File: config.mk
export PLATFORM = sky130hd
export DESIGN_NAME = zion_dat_read_serializer_flat
export DESIGN_NICKNAME = d
export VERILOG_FILES = /design/src/rtl/zion_dat_read_serializer_if.sv /design/src/rtl/zion_dat_read_serializer.sv /design/src/flat_wrapper.sv
export SDC_FILE = /design/constraint.sdc
export NUM_CORES = 1
export LEC_CHECK = 0
export ABC_AREA = 1
export CORE_MARGIN = 1.5
export CORE_UTILIZATION = 55
export DETAILED_ROUTE_END_ITERATION = 10
export DONT_BUFFER_PORTS = 1
export PLACE_DENSITY_LB_ADDON = 0.15
export SYNTH_ARGS = -nofsm -noshare
export SYNTH_HDL_FRONTEND = slang
export SYNTH_SLANG_ARGS = --single-unit
File: constraint.sdc
create_clock -name clk -period 3.05 [get_ports clk]
set_input_delay 0.61 -clock clk [delete_from_list [all_inputs] [get_ports clk]]
set_output_delay 0.61 -clock clk [all_outputs]
set_load 0.01 [all_outputs]
File: src/rtl/zion_dat_read_serializer_if.sv
// Request/response bundle for zion_dat_read_serializer: wide request in, narrow elements out.
// iSgn exists only when ZION_DAT_READ_SERIALIZER_SIGN_EXT_EN is defined.
`timescale 1ns/1ps
interface zion_dat_read_serializer_if #(
   parameter int WIDTH_DATA_IN  = 64,
   parameter int WIDTH_DATA_OUT = 32,
   parameter int WIDTH_ADDR     = 3,
   parameter int WIDTH_TYPE     = 2
);
   logic                      iVld;
   logic                      oRdy;
   logic [WIDTH_DATA_IN-1:0]  iDat;
   logic [WIDTH_ADDR-1:0]     iAddr;
   logic [WIDTH_ADDR-1:0]     iLen;
   logic [WIDTH_TYPE-1:0]     iType;
   logic                      oVld;
   logic                      iRdy;
   logic [WIDTH_DATA_OUT-1:0] oDat;
   logic                      oLast;
`ifdef ZION_DAT_READ_SERIALIZER_SIGN_EXT_EN
   logic                      iSgn;

   modport master (output iVld, iDat, iAddr, iLen, iType, iSgn, iRdy,
                   input  oRdy, oVld, oDat, oLast);
   modport slave  (input  iVld, iDat, iAddr, iLen, iType, iSgn, iRdy,
                   output oRdy, oVld, oDat, oLast);
`else
   modport master (output iVld, iDat, iAddr, iLen, iType, iRdy,
                   input  oRdy, oVld, oDat, oLast);
   modport slave  (input  iVld, iDat, iAddr, iLen, iType, iRdy,
                   output oRdy, oVld, oDat, oLast);
`endif
endinterface

File: src/rtl/zion_dat_read_serializer.sv
// Streams sub-words of a captured wide word onto a narrow bus, one per handshake, wrapping within the word.
// Optional sign extension of narrow elements under ZION_DAT_READ_SERIALIZER_SIGN_EXT_EN.
`timescale 1ns/1ps
module zion_dat_read_serializer #(
   parameter int WIDTH_DATA_IN             = 64,
   parameter int WIDTH_DATA_OUT            = 32,
   parameter int NUM_TYPE                  = 3,
   parameter int TYPE_WIDTH [NUM_TYPE]     = '{8, 16, 32}
) (
   input  logic                          clk,
   input  logic                          rst,
   zion_dat_read_serializer_if.slave     bus
);
   function automatic int minTypeWidth();
      int m;
      m = TYPE_WIDTH[0];
      for (int t = 1; t < NUM_TYPE; t++) begin
         if (TYPE_WIDTH[t] < m) m = TYPE_WIDTH[t];
         else                   m = m;
      end
      return m;
   endfunction

   localparam int WIDTH_ADDR = $clog2(WIDTH_DATA_IN / minTypeWidth());
   localparam int WIDTH_TYPE = (NUM_TYPE > 1) ? $clog2(NUM_TYPE) : 1;

   localparam logic [0:0] IDLE = 1'b0;
   localparam logic [0:0] BUSY = 1'b1;

   // Element count per type is a power of two, so "mod N" is a mask of N-1.
   function automatic logic [WIDTH_ADDR-1:0] ptrMask(input logic [WIDTH_TYPE-1:0] typ);
      logic [WIDTH_ADDR-1:0] m;
      m = '0;
      for (int t = 0; t < NUM_TYPE; t++) begin
         if (typ == WIDTH_TYPE'(t)) m = WIDTH_ADDR'(WIDTH_DATA_IN / TYPE_WIDTH[t] - 1);
         else                       m = m;
      end
      return m;
   endfunction

   function automatic logic [WIDTH_DATA_OUT-1:0] elemOf(
      input logic [WIDTH_DATA_IN-1:0] dat,
      input logic [WIDTH_TYPE-1:0]    typ,
      input logic [WIDTH_ADDR-1:0]    ptr,
      input logic                     sgn
   );
      logic [WIDTH_DATA_IN-1:0]  shifted;
      logic [WIDTH_DATA_OUT-1:0] res;
      shifted = '0;
      res     = '0;
      for (int t = 0; t < NUM_TYPE; t++) begin
         if (typ == WIDTH_TYPE'(t)) begin
            shifted = dat >> (int'(ptr) * TYPE_WIDTH[t]);
            for (int b = 0; b < WIDTH_DATA_OUT; b++) begin
               if (b < TYPE_WIDTH[t]) res[b] = shifted[b];
               else                   res[b] = sgn & shifted[TYPE_WIDTH[t]-1];
            end
         end else begin
            res = res;
         end
      end
      return res;
   endfunction

   logic [0:0]                state_r;
   logic [WIDTH_DATA_IN-1:0]  capDat_r;
   logic [WIDTH_TYPE-1:0]     capType_r;
   logic                      capSgn_r;
   logic [WIDTH_ADDR-1:0]     ptr_r;
   logic [WIDTH_ADDR-1:0]     cnt_r;
   logic                      vld_r;
   logic [WIDTH_DATA_OUT-1:0] dat_r;
   logic                      last_r;

   logic                      rdy_s;
   logic                      take_s;
   logic                      advance_s;
   logic [WIDTH_TYPE-1:0]     reqType_s;
   logic                      reqSgn_s;
   logic [WIDTH_ADDR-1:0]     reqPtr_s;
   logic [WIDTH_ADDR-1:0]     nextPtr_s;
   logic [WIDTH_DATA_OUT-1:0] elem_s;

   assign advance_s = vld_r && bus.iRdy;
   assign rdy_s     = !rst && ((state_r == IDLE) || (advance_s && last_r));
   assign take_s    = bus.iVld && rdy_s;

`ifdef ZION_DAT_READ_SERIALIZER_SIGN_EXT_EN
   assign reqSgn_s = bus.iSgn;
`else
   assign reqSgn_s = 1'b0;
`endif

   // Resolve the request type/pointer and pick the element source for the next beat
   always_comb begin
      reqType_s = '0;
      reqPtr_s  = '0;
      nextPtr_s = '0;
      elem_s    = '0;
      if (int'(bus.iType) >= NUM_TYPE) reqType_s = '0;
      else                             reqType_s = bus.iType;
      reqPtr_s  = bus.iAddr & ptrMask(reqType_s);
      nextPtr_s = (ptr_r + WIDTH_ADDR'(1)) & ptrMask(capType_r);
      if (take_s) elem_s = elemOf(bus.iDat, reqType_s, reqPtr_s, reqSgn_s);
      else        elem_s = elemOf(capDat_r, capType_r, nextPtr_s, capSgn_r);
   end

   // Request capture, beat advance and registered outputs
   always_ff @(posedge clk) begin
      if (rst) begin
         state_r   <= IDLE;
         capDat_r  <= '0;
         capType_r <= '0;
         capSgn_r  <= 1'b0;
         ptr_r     <= '0;
         cnt_r     <= '0;
         vld_r     <= 1'b0;
         dat_r     <= '0;
         last_r    <= 1'b0;
      end else if (take_s) begin
         state_r   <= BUSY;
         capDat_r  <= bus.iDat;
         capType_r <= reqType_s;
         capSgn_r  <= reqSgn_s;
         ptr_r     <= reqPtr_s;
         cnt_r     <= bus.iLen;
         vld_r     <= 1'b1;
         dat_r     <= elem_s;
         last_r    <= (bus.iLen == {WIDTH_ADDR{1'b0}});
      end else if (advance_s) begin
         if (last_r) begin
            state_r <= IDLE;
            vld_r   <= 1'b0;
            dat_r   <= '0;
            last_r  <= 1'b0;
         end else begin
            ptr_r   <= nextPtr_s;
            cnt_r   <= cnt_r - WIDTH_ADDR'(1);
            dat_r   <= elem_s;
            last_r  <= (cnt_r == WIDTH_ADDR'(1));
         end
      end else begin
         state_r <= state_r;
      end
   end

   assign bus.oRdy  = rdy_s;
   assign bus.oVld  = vld_r;
   assign bus.oDat  = dat_r;
   assign bus.oLast = last_r;
endmodule

File: src/flat_wrapper.sv
// flat-port wrapper written by rule: the top's interface ports become plain ports
module zion_dat_read_serializer_flat 
#(
   parameter int WIDTH_DATA_IN             = 64,
   parameter int WIDTH_DATA_OUT            = 32,
   parameter int NUM_TYPE                  = 3,
   parameter int TYPE_WIDTH [NUM_TYPE]     = '{8, 16, 32}
)
  (clk, rst, bus_iVld, bus_iDat, bus_iAddr, bus_iLen, bus_iType, bus_iRdy, bus_oRdy, bus_oVld, bus_oDat, bus_oLast);
  zion_dat_read_serializer_if #(.WIDTH_DATA_IN(WIDTH_DATA_IN), .WIDTH_DATA_OUT(WIDTH_DATA_OUT), .WIDTH_ADDR(3), .WIDTH_TYPE(2)) bus_i ();
  input  logic clk;
  input  logic rst;
  input wire logic [$bits(bus_i.iVld)-1:0] bus_iVld;
  input wire logic [$bits(bus_i.iDat)-1:0] bus_iDat;
  input wire logic [$bits(bus_i.iAddr)-1:0] bus_iAddr;
  input wire logic [$bits(bus_i.iLen)-1:0] bus_iLen;
  input wire logic [$bits(bus_i.iType)-1:0] bus_iType;
  input wire logic [$bits(bus_i.iRdy)-1:0] bus_iRdy;
  output wire logic [$bits(bus_i.oRdy)-1:0] bus_oRdy;
  output wire logic [$bits(bus_i.oVld)-1:0] bus_oVld;
  output wire logic [$bits(bus_i.oDat)-1:0] bus_oDat;
  output wire logic [$bits(bus_i.oLast)-1:0] bus_oLast;
  assign bus_i.iVld = bus_iVld;
  assign bus_i.iDat = bus_iDat;
  assign bus_i.iAddr = bus_iAddr;
  assign bus_i.iLen = bus_iLen;
  assign bus_i.iType = bus_iType;
  assign bus_i.iRdy = bus_iRdy;
  assign bus_oRdy = bus_i.oRdy;
  assign bus_oVld = bus_i.oVld;
  assign bus_oDat = bus_i.oDat;
  assign bus_oLast = bus_i.oLast;
  zion_dat_read_serializer #(.WIDTH_DATA_IN(WIDTH_DATA_IN), .WIDTH_DATA_OUT(WIDTH_DATA_OUT), .NUM_TYPE(NUM_TYPE), .TYPE_WIDTH(TYPE_WIDTH)) u_core (.clk(clk), .rst(rst), .bus(bus_i));
endmodule
==> summary.txt, run 1 <==
Min path
  – Hold Path Class: input pin to flip-flop
  – Hold path depth: 1

Logic synthesis
  – Synth Instances: 1,220
  – Leading register cell type out of synthesis: dfxtp_1
  – Register area share after synthesis: 0.289
  – Netlist Area Pre-Place: 0.00735 mm^2
  – Synth unique cells: 32
  – Syn Nets: 1,302
  – Post-synth EDFFs: 0
  – FF+latch count, synth: 106
  – Synth warn: 0
  – Synth Area per Inst: 6.02 um^2
  – Async S/R FF share, synth: 0

Layout
  – Most frequent cells in the layout: nand3_1 (284), nand2_1 (236), inv_1 (155)
  – Nets@finish: 1,254
  – Layout Utilization: 0.588
  – Post-route insts no fill: 1,354
  – Most common cell after layout, fill and taps aside: nand3_1
  – Share of layout cells above drive strength 1: 0.0501
  – Area Overhead vs Synth: 5.25%

Clocking
  – H-Tree Depth: 3
  – Resized cells post-CTS: 0
  – Root buf cell: clkbuf_16
  – Hold_buf cts: 0
  – Clock transition at path regs: 0.08 ns
  – CTS tree: yes
  – CTS Sinks: 106
  – Cts bufs inserted: 9
  – Clk buf depth: 2
  – Clk_lat worst skew: 0.36 ns
  – Setup Fix Bufs, Post-CTS: 0

Routing
  – Vias/cell: 6.41
  – Total number of vias: 8,678
  – Routed Wire Length: 30.6 mm
  – Wire length per cell: 22.6 um
  – First-pass detailed-route iteration total: 6
  – Antenna-violating nets left: 0
  – DRC: 0
  – Initial drt markers: 1,451

Setup path
  – R2R cell count: 10
  – Most used cell, CP: nand2_1
  – Crit path buf inv count: 2
  – WP data arrival: 2.57 ns
  – Critical Path RT: 3.29 ns
  – CP max stage cell: dfxtp_1
  – CP peak stage delay: 0.51 ns
  – Worst-path maximum fanout: 36
  – Nature of the critical path endpoint: flip-flop
  – Largest delay share family, worst path: simple AND/OR/NAND/NOR gates
  – CP cell instances: nand2_1 > nand2_2 > buf_12 > inv_1 > nor2_1 > o21ai_0 > nand2_1 > nand2_1 > nand2_1 > a31oi_1
  – Crit path kind: flip-flop to flip-flop
  – Critical Path Stages: 10
  – FF-to-FF setup slack: 0.72 ns
  – Worst setup SP type: flip-flop

STA
  – Max Clk Rate: 430 MHz
  – RSZ-0062 raised after global routing: no
  – Layout Skew: 0.00642 ns
  – Setup TNS: 0 ns
  – Worst-margin pin slew: 0.752 ns
  – Tmin final: 2.33 ns
  – Pins over their slew limit: 0
  – Fin crit share: 0.762
  – Hold Vio Cnt, Final: 0
  – Max_slew headroom: 0.499
  – Setup WS post-layout: 0.724 ns
  – Final setup viols: 0

Global route
  – First-pass GRT wire length: 45.7 mm
  – Initial antenna violation count: 0
  – Pin count of the biggest net entering global routing: 89
  – Grt total ovfl: 0
  – Number of global-route vias before repair: 7,536
  – GRT Total Usage: 0.429

Floorplan
  – Initial Util: 0.559
  – Die Area: 0.0141 mm^2
  – I/O Pins: 111
  – Height of the die: 119 um
  – Die width: 119 um
  – Core area: 0.0131 mm^2
  – Row Count: 42

Pwr
  – Cell Pwr Density: 505 mW/mm^2
  – Leak Pwr: 3.50 nW
  – VDD IR max: 0.244 mV
  – Tot Pwr: 0.00390 W

Placement
  – Port Buffers: 0
  – DPL Wire Length: 22.7 mm
  – Gpl congestion: 1.01
  – Placement Setup Slack: 0.498 ns
  – Inst Count DP: 1,337

Status
  – Status: finished, final reports clean

Job
  – Max_cap viols: 0
==> stage by stage <==
step / hold WS (ns) / instance area, um^2
final: 0.308 / 7730
after global routing: 0.296 / 7730
after global placement: 0.448 / 7410
after floorplan: 0.430 / 7350
after detailed placement: 0.458 / 7410
after CTS: 0.302 / 7730
==> worst register-to-register path: stages, from the launching register on <==
cell     delay (ns)
dfxtp_1        0.51
nand2_1        0.15
nand2_2        0.35
buf_12         0.25
inv_1          0.27
nor2_1         0.20
o21ai_0        0.10
nand2_1        0.06
nand2_1        0.08
nand2_1        0.12
a31oi_1        0.11
==> path summary, 6_finish.rpt <==
| path | from | endpoint |
|---|---|---|
| setup reg to reg | u_core.capType_r[0] | u_core.bus.oDat[8] |
| setup / recovery | u_core.capType_r[0] | u_core.bus.oDat[8] |
| hold / removal | rst | u_core.cnt_r[2] |
| hold reg to reg | u_core.capDat_r[60] | u_core.capDat_r[60] |
==> where the power goes <==
part | internal (W) | switching (W)
clock | 0.000671 | 0.000581
combinational | 0.000318 | 0.000737
sequential | 0.00149 | 0.000104
==> area by class of cell <==
type / instances / area [um^2]
clock buffer: 10 / 239
multi-input combinational: 867 / 4240
tap: 176 / 220
fill: 1381 / 5410
timing repair buffer: 27 / 228
antenna: 1 / 2.50
sequential: 106 / 2120
clock inverter: 6 / 75.1
inverter: 161 / 604
==> flip-flops by register name, summed over array words and instances, names as in the netlist <==
name and flops:
u_core.capDat_r 64, u_core.bus.oDat 32, u_core.cnt_r 3, u_core.ptr_r 3
u_core.capType_r 2, u_core.bus.oLast 1, u_core.state_r 1
==> routing by layer <==
metal	GRT usage	wire (um)
met5	0	0
met4	0.148	1180
met3	0.0980	4050
met2	0.639	13100
met1	0.607	12200
==> cell usage after synthesis (19+ instances only) <==
cell / number / area share
o21ai_0: 130 / 0.089
clkbuf_1: 42 / 0.021
a31oi_1: 30 / 0.026
nand2_1: 238 / 0.12
dfxtp_1: 106 / 0.29
inv_1: 156 / 0.080
nor2_1: 47 / 0.024
o211ai_1: 28 / 0.029
a21oi_1: 54 / 0.037
nand3b_1: 19 / 0.019
nand3_1: 284 / 0.19
buf_2: 37 / 0.025
==> cells by family (layout without fill, tap and decap cells) <==
kind of cell,count (synthesis),count (layout),synth area share
other,0,1,0
adder cells (fa/ha/maj),6,6,0.0102
AND/OR/NAND/NOR,609,609,0.376
AO/OA/AOI/OAI,251,251,0.188
flip-flops,106,106,0.289
XOR/XNOR,1,1,0.00119
buffers and inverters,247,204,0.135
Note: power is estimated with default switching activity, not from simulation.
==> run 2, diff against run 1 <==
- clock period: 3.05 -> 2.4 ns (I/O delays scaled with it)
==> run 2 against run 1 <==
- core utilization is 1.8 points higher
- clock-buffer cell count unchanged
- hold slack lost 0.13 ns
- non-clock buffer count grew 21
- setup slack worse by 0.39 ns
- clock skew is 0.0030 ns higher
- clock power rose by 30%
- critical path depth unchanged
- register-to-register slack got worse by 0.39 ns
- design area is 3.1% higher
- sequential power up 27%
==> summary.txt, run 2 (synthesis results as in run 1) <==
Status
  – Status: finished, final reports clean (unchanged)

STA
  – Max_slew headroom: 0.584 (was 0.499)
  – Tmin final: 2.07 ns (was 2.33 ns)
  – Layout Skew: 0.00943 ns (was 0.00642 ns)
  – Setup TNS: 0 ns (unchanged)
  – Setup WS post-layout: 0.331 ns (was 0.724 ns)
  – Max Clk Rate: 483 MHz (was 430 MHz)
  – Final setup viols: 0 (unchanged)
  – Fin crit share: 0.862 (was 0.762)
  – Hold Vio Cnt, Final: 0 (unchanged)
  – RSZ-0062 raised after global routing: no (unchanged)
  – Worst-margin pin slew: 0.622 ns (was 0.752 ns)
  – Pins over their slew limit: 0 (unchanged)

Placement
  – Port Buffers: 0 (unchanged)
  – Gpl congestion: 1.03 (was 1.01)
  – Placement Setup Slack: 0.181 ns (was 0.498 ns)
  – DPL Wire Length: 23.2 mm (was 22.7 mm)

Global route
  – Initial antenna violation count: 1 (was 0)
  – First-pass GRT wire length: 47.0 mm (was 45.7 mm)
  – Pin count of the biggest net entering global routing: 112 (was 89)
  – Grt total ovfl: 0 (unchanged)
  – GRT Total Usage: 0.441 (was 0.429)
  – Number of global-route vias before repair: 7,818 (was 7,536)

Pwr
  – Leak Pwr: 3.64 nW (was 3.50 nW)
  – VDD IR max: 0.339 mV (was 0.244 mV)
  – Tot Pwr: 0.00507 W (was 0.00390 W)
  – Cell Pwr Density: 637 mW/mm^2 (was 505 mW/mm^2)

Routing
  – Vias/cell: 6.41 (about the same)
  – Antenna-violating nets left: 0 (unchanged)
  – Routed Wire Length: 31.4 mm (was 30.6 mm)
  – Wire length per cell: 22.8 um (was 22.6 um)
  – Total number of vias: 8,801 (was 8,678)
  – Initial drt markers: 1,597 (was 1,451)
  – First-pass detailed-route iteration total: 7 (was 6)
  – DRC: 0 (unchanged)

Setup path
  – Largest delay share family, worst path: simple AND/OR/NAND/NOR gates (unchanged)
  – CP peak stage delay: 0.46 ns (was 0.51 ns)
  – R2R cell count: 10 (unchanged)
  – Most used cell, CP: nand2_1 (unchanged)
  – Critical Path RT: 2.64 ns (was 3.29 ns)
  – FF-to-FF setup slack: 0.33 ns (was 0.72 ns)
  – WP data arrival: 2.31 ns (was 2.57 ns)
  – Critical Path Stages: 10 (unchanged)
  – Worst reg2reg startpoint: u_core.capType_r[0] (unchanged)
  – Critical Path Start: u_core.capType_r[0] (unchanged)
  – Nature of the critical path endpoint: flip-flop (unchanged)
  – Crit path buf inv count: 2 (unchanged)
  – Crit path kind: flip-flop to flip-flop (unchanged)
  – Critical Path Sink: u_core.bus.oDat[15] (was u_core.bus.oDat[8])
  – Worst-path maximum fanout: 42 (was 36)
  – Worst reg2reg endpoint: u_core.bus.oDat[15] (was u_core.bus.oDat[8])
  – Worst setup SP type: flip-flop (unchanged)
  – CP max stage cell: dfxtp_1 (unchanged)
  – CP cell instances: nand2_1 > nand2_2 > buf_12 > inv_1 > o21ai_0 > nand2_1 > nand3_1 > nand2_1 > nand2_1 > a31oi_1 (was nand2_1 > nand2_2 > buf_12 > inv_1 > nor2_1 > o21ai_0 > nand2_1 > nand2_1 > nand2_1 > a31oi_1)

Clocking
  – Root buf cell: clkbuf_16 (unchanged)
  – Setup Fix Bufs, Post-CTS: 0 (unchanged)
  – Hold_buf cts: 0 (unchanged)
  – H-Tree Depth: 3 (unchanged)
  – Cts bufs inserted: 9 (unchanged)
  – Clk_lat worst skew: 0.36 ns (about the same)
  – CTS tree: yes (unchanged)
  – Resized cells post-CTS: 0 (unchanged)
  – Clk buf depth: 2 (unchanged)
  – CTS Sinks: 106 (unchanged)
  – Clock transition at path regs: 0.08 ns (about the same)

Floorplan
  – Die width: 119 um (unchanged)
  – Row Count: 42 (unchanged)
  – Initial Util: 0.559 (unchanged)
  – Core area: 0.0131 mm^2 (unchanged)
  – Die Area: 0.0141 mm^2 (unchanged)
  – Height of the die: 119 um (unchanged)
  – I/O Pins: 111 (unchanged)

Layout
  – Most frequent cells in the layout: nand3_1 (284), nand2_1 (236), inv_1 (155) (unchanged)
  – Layout Utilization: 0.607 (was 0.588)
  – Antenna diode count: 0 (was 1)
  – Share of layout cells above drive strength 1: 0.0652 (was 0.0501)
  – Area Overhead vs Synth: 8.48% (was 5.25%)
  – Nets@finish: 1,275 (was 1,254)
  – Most common cell after layout, fill and taps aside: nand3_1 (unchanged)
  – Biggest register: u_core.capDat_r (unchanged)
  – Max FFs per register: 64 (unchanged)

Job
  – Max_cap viols: 0 (unchanged)

Min path
  – Hold Path Class: input pin to flip-flop (unchanged)
run 2: cell types whose count changed in the layout (fill, tap and decap cells not counted), sizes merged:
| cell | delta |
|---|---|
| diode | -1 |
| clkinv | -2 |
| inv | -1 |
| clkinvlp | +1 |
| bufinv | +1 |
| buf | +21 |
run 2: power breakdown:
part           total, W  switching, W  leakage [nW]  internal [W]
combinational   0.00141      0.000958          2.62      0.000456
sequential      0.00203      0.000131         0.872       0.00190
clock           0.00163      0.000723         0.145      0.000909
total           0.00507       0.00181          3.64       0.00326
run 2: cell type report:
cell class                      instances  area (um^2)
Tap cell                              176          220
Clock inverter                          5         80.1
Multi-Input combinational cell        867         4240
Fill cell                            1340         5170
Clock buffer                           10          229
Inverter                              161          604
Sequential cell                       106         2120
Timing Repair Buffer                   48          473
run 2: worst min path at each step:
stage                         from                  end  slack (ns)  cells past startpoint
5_1_grt                        rst      u_core.ptr_r[2]        0.18                      1
3_5_place_dp   u_core.capDat_r[62]  u_core.capDat_r[62]        0.46                      2
2_1_floorplan  u_core.capDat_r[63]  u_core.capDat_r[63]        0.43                      2
4_1_cts                        rst      u_core.cnt_r[1]        0.18                      1
3_3_place_gp   u_core.capDat_r[60]  u_core.capDat_r[60]        0.44                      2
6_report                       rst      u_core.cnt_r[1]        0.18                      1
run 2: stage by stage:
| stage | std cells | cell area [um^2] | hold slack [ns] |
|---|---|---|---|
| 2_1_floorplan | 1220 | 7350 | 0.430 |
| 3_3_place_gp | 1358 | 7660 | 0.445 |
| 6_report | 1373 | 7970 | 0.179 |
| 4_1_cts | 1373 | 7970 | 0.180 |
| 3_5_place_dp | 1358 | 7660 | 0.458 |
| 5_1_grt | 1373 | 7970 | 0.180 |
run 2: per-layer routing:
layer | routed length, um | vias to the layer above | share of wire | global-route usage
met5 | 0 | - | 0 | 0
met4 | 1500 | 0 | 0.048 | 0.174
met3 | 4480 | 112 | 0.14 | 0.142
met2 | 13200 | 646 | 0.42 | 0.652
met1 | 12100 | 4008 | 0.39 | 0.593
li1 | - | 4035 | - | -
==> run 3, diff against run 2 <==
- clock period: 2.4 -> 2.3 ns (I/O delays scaled with it)
==> run 3 against run 2 <==
- via count is essentially flat
- design area is 1.6% higher
- critical path depth rose by 2
==> summary.txt, run 3 (synthesis results as in run 1) <==
Floorplan
  – Die width: 119 um (unchanged)
  – Core area: 0.0131 mm^2 (unchanged)
  – I/O Pins: 111 (unchanged)
  – Height of the die: 119 um (unchanged)
  – Row Count: 42 (unchanged)
  – Initial Util: 0.559 (unchanged)
  – Die Area: 0.0141 mm^2 (unchanged)

Clocking
  – Clk buf depth: 2 (unchanged)
  – CTS Sinks: 106 (unchanged)
  – Clock transition at path regs: 0.08 ns (about the same)
  – Resized cells post-CTS: 0 (unchanged)
  – CTS tree: yes (unchanged)
  – Setup Fix Bufs, Post-CTS: 0 (unchanged)
  – Clk_lat worst skew: 0.37 ns (was 0.36 ns)
  – Root buf cell: clkbuf_16 (unchanged)
  – Cts bufs inserted: 9 (unchanged)
  – H-Tree Depth: 3 (unchanged)
  – Hold_buf cts: 0 (unchanged)

STA
  – Worst-margin pin slew: 0.654 ns (was 0.622 ns)
  – Fin crit share: 0.895 (was 0.862)
  – Layout Skew: 0.00938 ns (was 0.00943 ns)
  – WHS: 0.150 ns (was 0.179 ns)
  – Max Clk Rate: 486 MHz (was 483 MHz)
  – Pins over their slew limit: 0 (unchanged)
  – RSZ-0062 raised after global routing: no (unchanged)
  – Setup TNS: 0 ns (unchanged)
  – Hold Vio Cnt, Final: 0 (unchanged)
  – Tmin final: 2.06 ns (was 2.07 ns)
  – Final setup viols: 0 (unchanged)
  – Max_slew headroom: 0.564 (was 0.584)

Pwr
  – Logic pwr share: 0.291 (was 0.279)
  – Tot Pwr: 0.00521 W (was 0.00507 W)
  – Clock network fraction of total power: 0.304 (was 0.322)
  – Cell Pwr Density: 644 mW/mm^2 (was 637 mW/mm^2)
  – Seq pwr share: 0.404 (was 0.400)
  – VDD IR max: 0.383 mV (was 0.339 mV)
  – P_sw: 0.00198 W (was 0.00181 W)
  – Sw Ratio: 0.379 (was 0.357)
  – Leak Pwr: 3.70 nW (was 3.64 nW)
  – Internal power: 0.00324 W (was 0.00326 W)

Global route
  – First-pass GRT wire length: 48.1 mm (was 47.0 mm)
  – Number of global-route vias before repair: 7,904 (was 7,818)
  – Initial antenna violation count: 1 (unchanged)
  – Grt total ovfl: 0 (unchanged)
  – GRT Total Usage: 0.454 (was 0.441)
  – Pin count of the biggest net entering global routing: 78 (was 112)

Min path
  – Hold Path Class: input pin to flip-flop (unchanged)
  – Hold Crit Endpoint: u_core.cnt_r[2] (was u_core.cnt_r[1])
  – Worst Hold Launch: rst (unchanged)
  – Hold path depth: 1 (unchanged)

Layout
  – Post-Layout Inst Area: 0.00810 mm^2 (was 0.00797 mm^2)
  – # fillers: 1,347 (was 1,340)
  – Antenna diode count: 0 (unchanged)
  – Nets@finish: 1,289 (was 1,275)
  – Most common cell after layout, fill and taps aside: nand3_1 (unchanged)
  – Biggest register: u_core.capDat_r (unchanged)
  – Max FFs per register: 64 (unchanged)
  – Most frequent cells in the layout: nand3_1 (284), nand2_1 (236), inv_1 (155) (unchanged)
  – Share of layout cells above drive strength 1: 0.0776 (was 0.0652)
  – Area Overhead vs Synth: 10.3% (was 8.48%)

Job
  – Max_cap viols: 0 (unchanged)

Setup path
  – R2R cell count: 12 (was 10)
  – Worst reg2reg startpoint: u_core.capType_r[0] (unchanged)
  – Crit path kind: flip-flop to flip-flop (unchanged)
  – Worst setup SP type: flip-flop (unchanged)
  – Critical Path RT: 2.58 ns (was 2.64 ns)
  – Worst-path maximum fanout: 10 (was 42)
  – WP data arrival: 2.33 ns (was 2.31 ns)
  – FF-to-FF setup slack: 0.24 ns (was 0.33 ns)
  – Nature of the critical path endpoint: flip-flop (unchanged)
  – Worst reg2reg endpoint: u_core.bus.oDat[7] (was u_core.bus.oDat[15])

Routing
  – DRC: 0 (unchanged)
  – Total number of vias: 8,804 (was 8,801)
  – First-pass detailed-route iteration total: 9 (was 7)
  – Initial drt markers: 1,638 (was 1,597)
  – Wire length per cell: 22.8 um (about the same)
  – Vias/cell: 6.34 (was 6.41)
  – Routed Wire Length: 31.6 mm (was 31.4 mm)
  – Antenna-violating nets left: 0 (unchanged)

Placement
  – Placed Instance Area: 0.00780 mm^2 (was 0.00766 mm^2)
  – Gpl congestion: 1.06 (was 1.03)
  – DPL Wire Length: 24.1 mm (was 23.2 mm)
  – Port Buffers: 0 (unchanged)

Status
  – Status: finished, final reports clean (unchanged)
==> run 3: power by group through the flow <==
stage | Combinational [W] | Sequential [W] | Clock, W
detailed placement | 0.00146 | 0.00215 | 0
CTS | 0.00147 | 0.00210 | 0.00157
global route | 0.00166 | 0.00212 | 0.00163
finish | 0.00152 | 0.00211 | 0.00159
floorplan | 0.000989 | 0.00211 | 0
global placement | 0.00146 | 0.00214 | 0
==> run 3: final cells by class <==
| cell class | instances | area, um^2 | share of cell area |
|---|---|---|---|
| Sequential cell | 106 | 2120 | 0.262 |
| Clock buffer | 9 | 225 | 0.0278 |
| Tap cell | 176 | 220 | 0.0272 |
| Multi-Input combinational cell | 867 | 4250 | 0.524 |
| Timing Repair Buffer | 62 | 616 | 0.0760 |
| Inverter | 161 | 604 | 0.0746 |
| Clock inverter | 7 | 66.3 | 0.00819 |
==> run 3: routing by layer <==
metal / vias to the layer above / global-route usage / part of all wire
li1: 4068 / - / -
met1: 3999 / 0.618 / 0.39
met2: 643 / 0.689 / 0.43
met3: 94 / 0.105 / 0.13
met4: 0 / 0.195 / 0.047
met5: - / 0 / 0
==> run 3: worst max path at each step <==
stage / cells after the start / from / end / slack, ns
5_1_grt: 12 / u_core.capType_r[0] / u_core.bus.oDat[7] / 0.06
6_report: 12 / u_core.capType_r[0] / u_core.bus.oDat[7] / 0.24
4_1_cts: 12 / u_core.capType_r[0] / u_core.bus.oDat[7] / 0.24
2_1_floorplan: 12 / bus_iType[0] / u_core.bus.oDat[21] / 0.35
3_5_place_dp: 12 / bus_iType[0] / u_core.bus.oDat[25] / 0.04
3_3_place_gp: 12 / bus_iType[0] / u_core.bus.oDat[25] / 0.07
==> run 3: per-stage QoR <==
stage               setup WS [ns]   util  instances
floorplan                   0.351      -       1220
CTS                         0.245  0.616       1388
detailed placement         0.0430  0.594       1372
global placement           0.0726  0.594       1372
global route               0.0615  0.616       1388
finish                      0.242  0.616       1388
==> run 3: worst max-delay path: stages (launching register included) <==
cell and delay, ns:
dfxtp_1 0.47, nand2_1 0.20, nand2_4 0.18, buf_4 0.19
nand2_1 0.16, nand3_1 0.11, nand2_1 0.05, a21oi_1 0.12
nand2_1 0.07, nand2_1 0.20, nand3_1 0.12, nand2_1 0.07
inv_1 0.03
